$ cat src/rtl/pc_gen_pkg.sv
// Shared definitions for the fetch PC generator: FSM encoding and
// default reset vector / instruction size.
package pc_gen_pkg;

    typedef enum logic [1:0] {
        ST_RESET = 2'd0,
        ST_BOOT  = 2'd1,
        ST_RUN   = 2'd2,
        ST_HALT  = 2'd3
    } pc_state_e;

    localparam logic [31:0] PC_RESET_VECTOR = 32'h8000_0000;
    localparam int unsigned PC_INST_BYTES   = 4;

endpackage

$ cat src/rtl/pc_gen_if.sv
// Instruction-fetch request bus between the PC generator and instruction memory.
interface pc_gen_if #(
    parameter int unsigned ADDR_W = 32
);
    logic [ADDR_W-1:0] pc;
    logic              ce;
    logic              if_gnt;

    modport master (output pc, output ce, input if_gnt);
    modport slave  (input pc, input ce, output if_gnt);
endinterface

$ cat src/rtl/pc_redirect_buf.sv
// Redirect selection for the PC generator: 1-deep pending branch target,
// flush/branch/pending priority mux and target alignment check.
module pc_redirect_buf
    import pc_gen_pkg::*;
#(
    parameter int unsigned ADDR_W     = 32,
    parameter int unsigned INST_BYTES = PC_INST_BYTES
) (
    input  logic              clk,
    input  logic              rst,
    input  logic              active,
    input  logic              advance,
    input  logic              flush,
    input  logic [ADDR_W-1:0] new_pc,
    input  logic              branch_flag,
    input  logic [ADDR_W-1:0] branch_target,
    output logic              redirect,
    output logic [ADDR_W-1:0] redirect_pc,
    output logic              pending,
    output logic              misalign
);
    localparam logic [ADDR_W-1:0] LOW_MASK = ADDR_W'(INST_BYTES - 1);

    logic              pend_valid;
    logic [ADDR_W-1:0] pend_target;
    logic [ADDR_W-1:0] raw_target;

    // A fresh branch beats the buffered one; flush beats both.
    always_comb begin
        raw_target = pend_target;
        if (flush)
            raw_target = new_pc;
        else if (branch_flag)
            raw_target = branch_target;
    end

    assign redirect    = active & (flush | (advance & (branch_flag | pend_valid)));
    assign redirect_pc = raw_target & ~LOW_MASK;
    assign pending     = pend_valid;

    // Any advance consumes the buffer: either applied now or superseded by a new branch.
    always_ff @(posedge clk) begin
        if (!rst) begin
            pend_valid  <= 1'b0;
            pend_target <= '0;
            misalign    <= 1'b0;
        end else begin
            misalign <= redirect & (|(raw_target & LOW_MASK));
            if (active & (flush | advance)) begin
                pend_valid <= 1'b0;
            end else if (active & branch_flag) begin
                pend_valid  <= 1'b1;
                pend_target <= branch_target;
            end
        end
    end

endmodule

$ cat src/rtl/pc_gen.sv
// Fetch-stage program counter generator: boot sequencing, halt, stall,
// flush and branch redirects with a 1-deep pending branch buffer.
module pc_gen
    import pc_gen_pkg::*;
#(
    parameter int unsigned       ADDR_W       = 32,
    parameter logic [ADDR_W-1:0] RESET_VECTOR = ADDR_W'(PC_RESET_VECTOR),
    parameter int unsigned       INST_BYTES   = PC_INST_BYTES,
    parameter int unsigned       STALL_W      = 6
) (
    input  logic               clk,
    input  logic               rst,
    input  logic [STALL_W-1:0] stall,
    input  logic               flush,
    input  logic [ADDR_W-1:0]  new_pc,
    input  logic               branch_flag_i,
    input  logic [ADDR_W-1:0]  branch_target_address_i,
    input  logic               halt_i,
    pc_gen_if.master           fetch,
    output logic               branch_pending_o,
    output logic               misalign_o
);
    pc_state_e         state, state_next;
    logic [ADDR_W-1:0] pc_q, pc_next;
    logic              advance;
    logic              active;
    logic              redirect;
    logic [ADDR_W-1:0] redirect_pc;
    logic              unused_stall;

    assign unused_stall = ^stall[STALL_W-1:0];
    assign advance      = (state == ST_RUN) & ~stall[0] & fetch.if_gnt;
    assign active       = (state == ST_RUN) | (state == ST_HALT);

    pc_redirect_buf #(
        .ADDR_W     (ADDR_W),
        .INST_BYTES (INST_BYTES)
    ) u_redirect (
        .clk           (clk),
        .rst           (rst),
        .active        (active),
        .advance       (advance),
        .flush         (flush),
        .new_pc        (new_pc),
        .branch_flag   (branch_flag_i),
        .branch_target (branch_target_address_i),
        .redirect      (redirect),
        .redirect_pc   (redirect_pc),
        .pending       (branch_pending_o),
        .misalign      (misalign_o)
    );

    always_comb begin
        state_next = state;
        pc_next    = pc_q;
        case (state)
            ST_RESET: state_next = ST_BOOT;
            ST_BOOT: begin
                state_next = ST_RUN;
                pc_next    = RESET_VECTOR;
            end
            ST_RUN, ST_HALT: begin
                if (state == ST_RUN && halt_i && !flush)
                    state_next = ST_HALT;
                else if (state == ST_HALT && !halt_i)
                    state_next = ST_RUN;
                if (redirect)
                    pc_next = redirect_pc;
                else if (advance)
                    pc_next = pc_q + ADDR_W'(INST_BYTES);
            end
            default: state_next = ST_RESET;
        endcase
    end

    always_ff @(posedge clk) begin
        if (!rst) begin
            state <= ST_RESET;
            pc_q  <= RESET_VECTOR;
        end else begin
            state <= state_next;
            pc_q  <= pc_next;
        end
    end

    assign fetch.pc = pc_q;
    assign fetch.ce = (state == ST_RUN);

endmodule

$ cat src/flat_wrapper.sv
// flat-port wrapper written by rule: the top's interface ports become plain ports
module pc_gen_flat import pc_gen_pkg::*;
#(
    parameter int unsigned       ADDR_W       = 32,
    parameter logic [ADDR_W-1:0] RESET_VECTOR = ADDR_W'(PC_RESET_VECTOR),
    parameter int unsigned       INST_BYTES   = PC_INST_BYTES,
    parameter int unsigned       STALL_W      = 6
)
  (clk, rst, stall, flush, new_pc, branch_flag_i, branch_target_address_i, halt_i, branch_pending_o, misalign_o, fetch_pc, fetch_ce, fetch_if_gnt);
  pc_gen_if #(.ADDR_W(ADDR_W)) fetch_i ();
  input  logic clk;
  input  logic rst;
  input  logic [STALL_W-1:0] stall;
  input  logic flush;
  input  logic [ADDR_W-1:0] new_pc;
  input  logic branch_flag_i;
  input  logic [ADDR_W-1:0] branch_target_address_i;
  input  logic halt_i;
  output logic branch_pending_o;
  output logic misalign_o;
  output wire logic [$bits(fetch_i.pc)-1:0] fetch_pc;
  output wire logic [$bits(fetch_i.ce)-1:0] fetch_ce;
  input wire logic [$bits(fetch_i.if_gnt)-1:0] fetch_if_gnt;
  assign fetch_pc = fetch_i.pc;
  assign fetch_ce = fetch_i.ce;
  assign fetch_i.if_gnt = fetch_if_gnt;
  pc_gen #(.ADDR_W(ADDR_W), .RESET_VECTOR(RESET_VECTOR), .INST_BYTES(INST_BYTES), .STALL_W(STALL_W)) u_core (.clk(clk), .rst(rst), .stall(stall), .flush(flush), .new_pc(new_pc), .branch_flag_i(branch_flag_i), .branch_target_address_i(branch_target_address_i), .halt_i(halt_i), .fetch(fetch_i), .branch_pending_o(branch_pending_o), .misalign_o(misalign_o));
endmodule
$ cat config.mk
export PLATFORM = sky130hd
export DESIGN_NAME = pc_gen_flat
export DESIGN_NICKNAME = d
export VERILOG_FILES = /design/src/rtl/pc_gen_pkg.sv /design/src/rtl/pc_gen_if.sv /design/src/rtl/pc_redirect_buf.sv /design/src/rtl/pc_gen.sv /design/src/flat_wrapper.sv
export SDC_FILE = /design/constraint.sdc
export NUM_CORES = 1
export LEC_CHECK = 0
export BUFFER_PORTS_ARGS = -buffer_cell sky130_fd_sc_hd__buf_2
export CAP_MARGIN = 30
export CORE_MARGIN = 4
export CORE_UTILIZATION = 30
export DETAILED_ROUTE_END_ITERATION = 16
export SLEW_MARGIN = 30
export SYNTH_ARGS = -nofsm -noshare
export SYNTH_HDL_FRONTEND = slang
export SYNTH_SLANG_ARGS = --single-unit
$ cat constraint.sdc
create_clock -name clk -period 1.78 [get_ports clk]
set_clock_uncertainty 0.05 [all_clocks]
set_input_delay 0.267 -clock clk [delete_from_list [all_inputs] [get_ports clk]]
set_output_delay 0.267 -clock clk [all_outputs]
set_load 0.005 [all_outputs]
Word-level counts from Yosys, hierarchy flattened --
Cells that the tools add are included.
Cells by class: add/subtract/negate cells 1, multipliers 0, div/mod/pow operators 0, order comparisons 0, equality and inequality tests 5, shifts and indexed selects 0, multiplexer cells 8, bitwise logic cells 14, reduce and logical (&&, ||, !) cells 12
Operator list (number):
- $mux W32 | 4
- $pmux W32 S2 | 1
- $add A32 B3 Y32 const B | 1
- $and A1 B1 Y1 | 7
- $pmux W2 S3 | 1
- $reduce_or A2 Y1 | 3
- $eq A2 B2 Y1 const B | 2
- $mux W2 | 2
- $or A1 B1 Y1 | 4
- $reduce_and A2 Y1 | 2
- $logic_and A1 B1 Y1 | 3
- $ne A3 B1 Y1 const B | 1
- $ne A3 B3 Y1 const B | 1
- $not A1 Y1 | 3
- $eq A2 B1 Y1 const B | 1
- $logic_not A1 Y1 | 2
- $logic_not A2 Y1 | 1
- $reduce_bool A2 Y1 | 1
Word-level totals: bits in registers 68, bits in latches 0, memory bits (writable) 0, bits in read-only memories 0, input bits 76, output and inout bits 35, word-level logic and storage cells 45, memories kept 0

Longest topological paths before layout --
Gate-level depths: netlist (run 1).
word-level depth 8, mapped depth 8

Modules after synthesis --
Synthesis (run 1) repeated with hierarchy kept, for this count alone.
Unflattened totals: cells, all modules 530, area, all modules 4063.9 um^2
By module, submodules not included:
- pc_gen | times used 1, cells an instance 272, area each 2114.5 um^2, seq. area each 680.7 um^2
- pc_redirect_buf | times used 1, cells an instance 258, area each 1949.4 um^2, seq. area each 680.7 um^2

Least setup slack after synthesis (run 1) --
OpenSTA, ideal clock, no wires.
path kind reg2reg, start register u_core.pc_q[2], in the netlist u_core.fetch.pc[2], end register u_core.pc_q[30], in the netlist u_core.fetch.pc[30], setup time 0.122 ns, arrival time 1.575 ns, slack 0.033 ns, stages on the path, launching flop included 8, path buffers 1, period minus slack after synthesis 1.747 ns, path through dfxtp_1 ha_1 and3_1 buf_2 nand2_1 or3_1 a21oi_1 o21ai_1
On the way: cells in the longest elaborated chain, start to end 4
RTL lines:
- from (decl) | line pc_gen.sv:24 | logic [ADDR_W-1:0] pc_q, pc_next;
- from (signal assigned) | line pc_gen.sv:82 | pc_q <= pc_next;
- $add A32 B3 Y32 | line pc_gen.sv:70 | pc_next = pc_q + ADDR_W'(INST_BYTES);
- $mux W32 | line pc_gen.sv:69 | else if (advance)
- $mux W32 | line pc_gen.sv:67 | if (redirect)
- $pmux W32 S2 | line pc_gen.sv:56 | case (state)
No other way between the ends. The select of a mux whose other input is x is not followed. A chain may end at the register's enable or synchronous reset.

Worst setup path after layout (run 1) --
start register u_core.state[1], end register u_core.pc_q[18], in the netlist u_core.fetch.pc[18]
On the way: cells in the longest elaborated chain, start to end 8, elaborated cells between the ends (all ways) 15, classes of those cells 4 x eq/ne; 2 x mux; 6 x bitwise; 3 x reduce/logical
RTL lines:
- from (decl) | line pc_gen.sv:23 | pc_state_e state, state_next;
- from (signal assigned) | line pc_gen.sv:81 | state <= state_next;
- $eq A2 B2 Y1 | line pc_gen.sv:32, pc_gen.sv:33, pc_gen.sv:56
- $and A1 B1 Y1 (2 in series) | line pc_gen.sv:32 | assign advance = (state == ST_RUN) & ~stall[0] & fetch.if_gnt;
- $and A1 B1 Y1 | line pc_redirect_buf.sv:37 | assign redirect = active & (flush | (advance & (branch_flag | pend_valid)));
- $or A1 B1 Y1 | line pc_redirect_buf.sv:37
- $and A1 B1 Y1 | line pc_redirect_buf.sv:37
- $mux W32 / $ne A3 B3 Y1 (equally long branches)
- $pmux W32 S2 / $reduce_and A2 Y1 (equally long branches)
Several ways; a longest one is shown, not always the timed one.

==> results of run 1 <==
[power groups by stage]
stage	clock [mW]	combinational [mW]	sequential (mW)
floorplan	0	0.353	1.60
global placement	0	0.721	1.59
detailed placement	0	0.730	1.60
CTS	1.68	0.734	1.57
global route	1.74	0.813	1.57
finish	1.67	0.745	1.57
[path summary, 6_finish.rpt]
kind                                                          end  slack (ps)  depth (start not counted)
worst max-delay path                          u_core.fetch.pc[18]          60                          6
worst min-delay path             u_core.u_redirect.pend_target[8]         130                          3
worst max register to register                u_core.fetch.pc[18]          60                          6
worst min register to register  u_core.u_redirect.pend_target[13]         400                          2
[final cells by class]
type,instances,area share [%]
clock inverter,3,0.279
clock buffer,12,4.77
sequential,66,24.7
timing repair buffer,177,21.1
tap,172,4.00
inverter,5,0.349
multi-input combinational,423,44.7
[cell families (layout without fill, tap and decap cells)]
family | Yosys count | after routing
simple gates | 236 | 236
compound gates | 175 | 175
flops | 66 | 66
buf+inv | 48 | 197
mux | 5 | 5
xor+xnor | 4 | 4
fa+ha+maj | 1 | 1
other cells | 1 | 2
[sequential cells by signal, indices dropped and copies added, names as in the netlist]
register / flops
u_core.u_redirect.pending: 1
u_core.fetch.pc: 30
u_core.u_redirect.pend_target: 32
u_core.state: 2
u_core.u_redirect.misalign: 1
[worst reg2reg max path: stages, from the launching register on]
cell and delay (ps):
dfxtp_1 420, and4bb_2 350, nor2_2 100, buf_12 140, a21oi_1 250, o2111ai_1 150, o311ai_0 130
[synth_stat cells, drive strengths merged (2+ instances only)]
| cell | count | area share (%) |
|---|---|---|
| a32o | 2 | 0.51 |
| o211ai | 8 | 1.5 |
| o31ai | 4 | 0.77 |
| nor3 | 12 | 2.0 |
| xor2 | 3 | 0.67 |
| a311oi | 2 | 0.45 |
| dfxtp | 66 | 34 |
| o221ai | 6 | 1.3 |
| or2 | 2 | 0.32 |
| a22oi | 5 | 0.96 |
| clkbuf | 22 | 2.1 |
| or3b | 8 | 1.8 |
| nor3b | 8 | 1.5 |
| nor4 | 4 | 0.64 |
| mux2 | 2 | 0.58 |
| and3 | 10 | 1.6 |
| nand4 | 12 | 2.1 |
| a21oi | 62 | 8.0 |
| buf | 21 | 3.1 |
| nand2 | 116 | 11 |
| o21ai | 49 | 6.3 |
| a21o | 3 | 0.58 |
| nor2 | 16 | 1.6 |
| a211oi | 3 | 0.58 |
| and4 | 5 | 1.2 |
| a22o | 3 | 0.67 |
| inv | 4 | 0.38 |
| o21a | 6 | 1.2 |
| a31oi | 5 | 0.80 |
| o22ai | 5 | 0.80 |
| nand3b | 2 | 0.38 |
| and2 | 10 | 1.6 |
| or3 | 4 | 0.64 |
| mux2i | 3 | 0.77 |
| nor2b | 7 | 1.1 |
| nand3 | 16 | 2.1 |
[layer usage]
layer,vias up,share of wire [%]
met2,161,47
met4,0,1.6
met3,18,6.2
li1,2234,-
met1,2159,45
met5,-,0
[metrics by stage]
| step | instance area, um2 | setup WS (ps) | hold WS, ps |
|---|---|---|---|
| floorplan | 3910 | 33.0 | 353 |
| global placement | 5050 | -5.37 | 387 |
| detailed placement | 5050 | -38.7 | 394 |
| CTS | 5320 | 18.3 | 123 |
| global route | 5370 | -8.86 | 129 |
| finish | 5370 | 64.4 | 127 |
[timing repair]
action,4_1_cts,5_1_grt
buffers inserted,0,1
resized for setup,1,17
setup endpoints to repair,2,13
hold buffers,0,0
pin swaps,0,3
==> impl_metrics.csv, run 1 <==
group,metric,value,unit
status,status,"completed",
critical_path,path_buf_inv,1,
placement,io_buffers,103,
placement,dp_cells,842,
logic_synthesis,syn_area,0.00390,mm2
finish,seqCellArea,0.00133,mm2
cts,cts_tree,"built",
global_route,met3_usage,3.90,%
die,core,0.0127,mm2
global_route,grt_pass1_wl,23.1,mm
cts,clock_path_buffers,2,
die,ios,111,
drt,vias,4572,
die,rows,41,
critical_path,critPathLaunch,"u_core.state[1]",
global_route,grt.met2_usage,31.9,%
critical_path,r2r_start,"u_core.state[1]",
drt,ant_nets,0,
logic_synthesis,synth_top_flop_cell,"dfxtp_1",
drt,via_per_inst,5.33,
sta,hold_viol,0,
global_route,grt_overflow,0,
placement,place_hpwl,11.3,mm
pwr,p_int,2.86,mW
logic_synthesis,ys_types,69,
finish,diodes,0,
die,initial_utilization,30.8,%
sta,fin_tns_setup,0,ps
finish,final_common_cell,"nand2_1",
global_route,antenna_found_initial,0,
job,max-cap-violations,0,
global_route,grt_pass1_vias,4448,
critical_path,crit_fanout,6,
drt,route.detailed.drc,0,
pwr,p_sw_share,28.1,%
pwr,power.clock.fraction,41.9,%
global_route,grt_busiest_layer,"met2",
global_route,grtUsageTotal,19.8,%
global_route,grt_max_degree,33,
logic_synthesis,avgSynthCellArea,7.28,um2
critical_path,max_stage_delay,420,ps
finish,fillers,1304,
drt,drt_iter0_drc,406,
finish,area_delta_synth_final,37.7,%
placement,gp_congestion,0.964,
logic_synthesis,synth-compound-area-share,27.2,%
die,die_h,122,um
pwr,pwr-share-seq,39.4,%
sta,finalMaxSlewViolations,0,
finish,nets,759,
critical_path,worstPathRequired,1940,ps
finish,drive_gt1_share,32.4,%
worst_hold_path,hp-class,"in2reg",
pwr,ir_drop,0.333,mV
drt,drt-wirelength-per-cell,17.2,um
sta,fmax,583,MHz
finish,layout_common_cells,"nand2_1, buf_2, buf_4",
critical_path,critPathSlowestCell,"dfxtp_1",
logic_synthesis,synth_top_family_by_area,"simple AND/OR/NAND/NOR gates",
die,dieArea,0.0149,mm2
logic_synthesis,muxShareOfSynthArea,1.35,%
sta,min_period,1720,ps
pwr,p_switching,1.12,mW
critical_path,endpoint_kind,"flop",
global_route,use_met1,26.6,%
finish,multi_input_area,0.00240,mm2
sta,min_period_over_period,96.4,%
sta,setup_violations,0,
logic_synthesis,synth_xor_area_share,0.898,%
logic_synthesis,ys_ff_latch,66,
logic_synthesis,synthCells,536,
die,dieWidth,122,um
pwr,pwr_density_cell,740,mW/mm2
pwr,p_leak,2.19,nW
pwr,p_total,3.98,mW
logic_synthesis,synth-simple-area-share,30.6,%
cts,cts.sinks,66,
cts,clock_latency,340,ps
critical_path,cp_cell_sequence,"and4bb_2, nor2_2, buf_12, a21oi_1, o2111ai_1, o311ai_0",
logic_synthesis,synth.yosys.seq_area_share,33.9,%
drt,drt-pass1-iter-count,5,
pwr,p_comb_share,18.7,%
critical_path,worstPathArrival,1880,ps
logic_synthesis,synthAdderAreaFrac,0.321,%
drt,drt_wl_total,14.8,mm
finish,post-route-util,42.4,%
critical_path,critPathLaunchType,"flop",
cts,cts-root-buf,"clkbuf_16",
worst_hold_path,hold_start,"branch_target_address_i[8]",
logic_synthesis,ys_warn_count,0,
logic_synthesis,async_flop_share,0,%
cts,htreeDepth,3,
cts,numCtsBuffers,9,
critical_path,path_delay_family,"compound AO/OA/AOI/OAI gates",
logic_synthesis,synth-edff-count,0,
finish,post_layout_nonfiller_instances,858,
critical_path,crit_type,"reg2reg",
cts,path_clk_slew,60,ps
Note: power is estimated with default switching activity, not from simulation.
==> run 2: changes to the inputs <==
- CORE_MARGIN: 4 -> default
==> run 2 against run 1 <==
Die area shrank 9.6%; sequential cell count unchanged; hold slack better by 1.9 ps; largest power group unchanged.
==> impl_metrics.csv, run 2 (synthesized netlist as in run 1, its figures left out) <==
group,metric,value,unit
sta,min_period,1700,ps
drt,drt-pass1-iter-count,5,
cts,htreeDepth,3,
global_route,grt_overflow,0,
finish,diodes,0,
die,ios,111,
critical_path,r2r_cells,5,
finish,area_delta_synth_final,36.5,%
sta,layout_setup_ws,82.4,ps
global_route,use_met1,28.4,%
sta,rsz0062_at_grt,"no",
die,core,0.0127,mm2
pwr,p_leak,2.17,nW
critical_path,max_stage_delay,420,ps
critical_path,r2r_start,"u_core.u_redirect.pending",
global_route,grt_busiest_layer,"met2",
sta,setup_violations,0,
die,rows,41,
finish,top_register,"u_core.u_redirect.pend_target",
cts,cts-root-buf,"clkbuf_16",
finish,nets,754,
sta,fmax,589,MHz
critical_path,endpoint_kind,"flop",
pwr,p_total,4.16,mW
cts,cts_tree,"built",
drt,ant_nets,0,
critical_path,crit_type,"reg2reg",
cts,clock_path_buffers,2,
cts,clock_latency,340,ps
critical_path,worstPathArrival,1910,ps
die,dieWidth,116,um
cts,path_clk_slew,60,ps
die,initial_utilization,30.8,%
critical_path,critPathSlowestCell,"or3_1",
critical_path,rr_endpoint,"u_core.fetch.pc[17]",
critical_path,rrSetupSlack,80,ps
sta,hold_viol,0,
worst_hold_path,hp-class,"in2reg",
placement,io_buffers,103,
finish,layout_common_cells,"nand2_1, buf_2, buf_4",
global_route,grt_pass1_wl,21.6,mm
global_route,grt_max_degree,28,
critical_path,endpoint,"u_core.fetch.pc[17]",
sta,finalMaxSlewViolations,0,
critical_path,critPathLaunchType,"flop",
critical_path,critPathLaunch,"u_core.u_redirect.pending",
cts,numCtsBuffers,9,
drt,drt_iter0_drc,320,
pwr,pwr_density_cell,782,mW/mm2
global_route,grt_pass1_vias,4158,
placement,place_hpwl,11.0,mm
finish,final_common_cell,"nand2_1",
drt,vias,4559,
global_route,met3_usage,3.82,%
cts,cts.sinks,66,
critical_path,worstPathRequired,2000,ps
pwr,ir_drop,0.484,mV
placement,dp_slack,-164,ps
finish,drive_gt1_share,31.1,%
placement,gp_congestion,0.937,
global_route,grtUsageTotal,21.3,%
sta,fin_tns_setup,0,ps
job,max-cap-violations,0,
die,die_h,116,um
critical_path,crit_fanout,9,
global_route,grt.met2_usage,34.0,%
finish,largest_reg_flops,32,
drt,drt_wl_total,14.1,mm
sta,min_period_over_period,95.4,%
die,dieArea,0.0135,mm2
critical_path,cp_cell_sequence,"or3_1, buf_4, nor2_1, o21ai_0, a21oi_1",
drt,via_per_inst,5.34,
drt,route.detailed.drc,0,
global_route,antenna_found_initial,0,
status,status,"completed",
cts,cts_setup_buffers,0,
drt,drt-wirelength-per-cell,16.6,um
## run 2: what timing repair did
action,CTS,global route
endpoints found under the hold margin,0,0
hold buffers,0,0
gates cloned,0,0
setup endpoints to repair,1,21
gates resized for setup,1,13
pin swaps,0,0
## run 2: worst min path at each step
stage | startpoint | endpoint | cells past startpoint
global route | branch_target_address_i[10] | u_core.u_redirect.pend_target[10] | 3
CTS | branch_target_address_i[22] | u_core.u_redirect.pend_target[22] | 3
detailed placement | u_core.u_redirect.pend_target[26] | u_core.u_redirect.pend_target[26] | 2
floorplan | branch_target_address_i[13] | u_core.u_redirect.pend_target[13] | 2
global placement | u_core.u_redirect.pend_target[3] | u_core.u_redirect.pend_target[3] | 2
finish | branch_target_address_i[10] | u_core.u_redirect.pend_target[10] | 3
## run 2: per-layer routing
| layer | wire, um | vias to the layer above |
|---|---|---|
| met4 | 247 | 0 |
| met5 | 0 | - |
| met3 | 909 | 21 |
| li1 | - | 2223 |
| met2 | 6620 | 165 |
| met1 | 6370 | 2150 |
## run 2: cell type report
class                      count  area (um2)
fill                        1348        7350
multi-input combinational    423        2390
sequential                    66        1330
timing repair buffer         172        1070
clock buffer                  12         236
tap                          172         215
clock inverter                 3        65.1
inverter                       5        22.5
## run 2: through the flow
stage                     hold slack (ps)  utilization, %  cell area, um2  instances
final                                 128            42.0            5330        853
after CTS                             123            41.8            5290        853
after global placement                387            39.4            4990        838
after detailed placement              393            39.4            4990        838
after global routing                  135            42.0            5330        853
after floorplan                       353               -            3910        537
## run 2: power by group
| group | internal [mW] | switching, mW | leakage (nW) |
|---|---|---|---|
| combinational | 0.320 | 0.405 | 1.48 |
| sequential | 1.53 | 0.0414 | 0.537 |
| clock | 1.22 | 0.651 | 0.147 |
## run 2: worst max-delay path, delay by kind of cell, from the launching register on
kind	cells	cell delay, ps
buf+inv	1	200
simple gates	2	680
compound gates	2	320
flops	1	370
==> run 3: changes to the inputs <==
- CORE_ASPECT_RATIO: default -> 1.25
==> run 3 against run 2 <==
Die area barely moved; setup slack worse by 0.73 ps; global-route usage is 0.80 points lower; count of clock-buffer cells in the layout is 1 lower; non-clock buffer count fell by 3; combinational power is 0.7% lower; final area decreased by 0.47%; largest cell class unchanged; via count up 0.18%.
==> impl_metrics.csv, run 3 (synthesized netlist as in run 1, its figures left out) <==
group,metric,value,unit
cts,numCtsBuffers,9,
cts,htreeDepth,3,
finish,diodes,0,
worst_hold_path,hold_depth,3,
drt,drt-met1-wl,6.00,mm
finish,area_delta_synth_final,35.9,%
die,die_h,129,um
global_route,antenna_found_initial,0,
job,max-cap-violations,0,
pwr,pwr_density_cell,796,mW/mm2
drt,top_layer_used,"met4",
sta,worstMarginPinSlew,602,ps
sta,relSlewSlack,59.5,%
critical_path,rrSetupSlack,80,ps
die,initial_utilization,30.8,%
critical_path,r2r_cells,7,
drt,ant_nets,0,
critical_path,endpoint_kind,"flop",
global_route,grt_pass1_vias,4220,
global_route,grt_overflow,0,
drt,met3_length,734,um
critical_path,worstPathRequired,1950,ps
critical_path,crit_fanout,5,
placement,io_buffers,103,
cts,holdBufCountCts,0,
cts,clock_latency,330,ps
sta,min_period_over_period,95.4,%
finish,final_common_cell,"nand2_1",
worst_hold_path,hp-class,"in2reg",
cts,cts.sinks,66,
global_route,grt_pass1_wl,21.6,mm
global_route,grtUsageTotal,20.5,%
drt,wl_met2,6.83,mm
drt,drt-wirelength-per-cell,16.4,um
die,rows,46,
cts,cts_setup_buffers,0,
die,dieArea,0.0135,mm2
sta,finalMaxSlewViolations,0,
placement,place_hpwl,10.7,mm
critical_path,critPathLaunchType,"flop",
cts,clock_path_buffers,2,
pwr,ir_drop,0.327,mV
global_route,grt_max_degree,33,
drt,vias,4567,
status,status,"completed",
critical_path,worstPathArrival,1870,ps
drt,drt_iter0_drc,228,
sta,layout_setup_ws,81.6,ps
drt,route.detailed.drc,0,
die,dieWidth,104,um
finish,top_register,"u_core.u_redirect.pend_target",
finish,post_layout_nonfiller_instances,847,
sta,hold_viol,0,
placement,dp_slack,-62.7,ps
cts,path_clk_slew,60,ps
sta,min_period,1700,ps
drt,drt_wl_total,13.9,mm
finish,nets,751,
placement,dp_cells,831,
die,ios,111,
cts,cts-root-buf,"clkbuf_16",
finish,post-route-util,41.9,%
pwr,p_leak,2.15,nW
sta,fmax,589,MHz
sta,rsz0062_at_grt,"no",
finish,largest_reg_flops,32,
critical_path,crit_type,"reg2reg",
finish,drive_gt1_share,31.4,%
drt,drt-pass1-iter-count,5,
cts,cts_tree,"built",
finish,layout_common_cells,"nand2_1, buf_2, buf_4",
sta,setup_violations,0,
finish,fillers,1344,
placement,gp_congestion,0.896,
die,core,0.0127,mm2
drt,via_per_inst,5.39,
==> run 3: cell type report <==
| cell class | instances | area [um2] | area share [%] |
|---|---|---|---|
| clock buffers | 11 | 243 | 4.58 |
| clock inverters | 5 | 77.6 | 1.46 |
| inverters | 5 | 18.8 | 0.354 |
| multi-input cells | 423 | 2390 | 45.2 |
| flip-flops and latches | 66 | 1330 | 25.1 |
| well taps | 168 | 210 | 3.97 |
| repair buffers | 169 | 1030 | 19.4 |
==> run 3: worst paths after layout <==
| check | endpoint | startpoint |
|---|---|---|
| max | u_core.fetch.pc[6] | u_core.fetch.pc[2] |
| min | u_core.u_redirect.pend_target[4] | branch_target_address_i[4] |
| max reg2reg | u_core.fetch.pc[6] | u_core.fetch.pc[2] |
| min reg2reg | u_core.u_redirect.pend_target[7] | u_core.u_redirect.pend_target[7] |
==> run 3: worst max-delay path: stages (launching register included) <==
cell     delay [ps]
dfxtp_1         320
ha_1            210
and3_4          210
buf_4           140
xor2_1          140
a221o_1         320
a22oi_1         140
nor2_1           60
==> run 3: routing by layer <==
| metal | GRT usage [%] | vias to the layer above |
|---|---|---|
| met4 | 9.92 | 0 |
| met5 | 0 | - |
| met1 | 25.2 | 2165 |
| met2 | 35.0 | 160 |
| li1 | - | 2216 |
| met3 | 3.37 | 26 |
==> run 3: power by group <==
group / total [mW] / leakage [nW] / switching, mW / internal [mW]
combinational: 0.720 / 1.46 / 0.405 / 0.315
clock: 1.94 / 0.156 / 0.676 / 1.26
sequential: 1.56 / 0.537 / 0.0359 / 1.53
==> run 3: repair_timing <==
action	in CTS	in global routing
hold endpoints to repair	0	0
resized for setup	1	14
endpoints found under the setup margin	5	11
pin swaps	0	1
==> run 3: stage by stage <==
| stage | total power [mW] | hold slack (ps) | TNS [ps] | cell area (um2) |
|---|---|---|---|---|
| final | 4.22 | 131 | 0 | 5300 |
| after global routing | 4.38 | 127 | 0 | 5300 |
| after CTS | 4.23 | 122 | 0 | 5260 |
| after detailed placement | 2.30 | 392 | -241 | 4940 |
| after global placement | 2.29 | 387 | -61.8 | 4940 |
| after floorplan | 1.96 | 353 | 0 | 3910 |
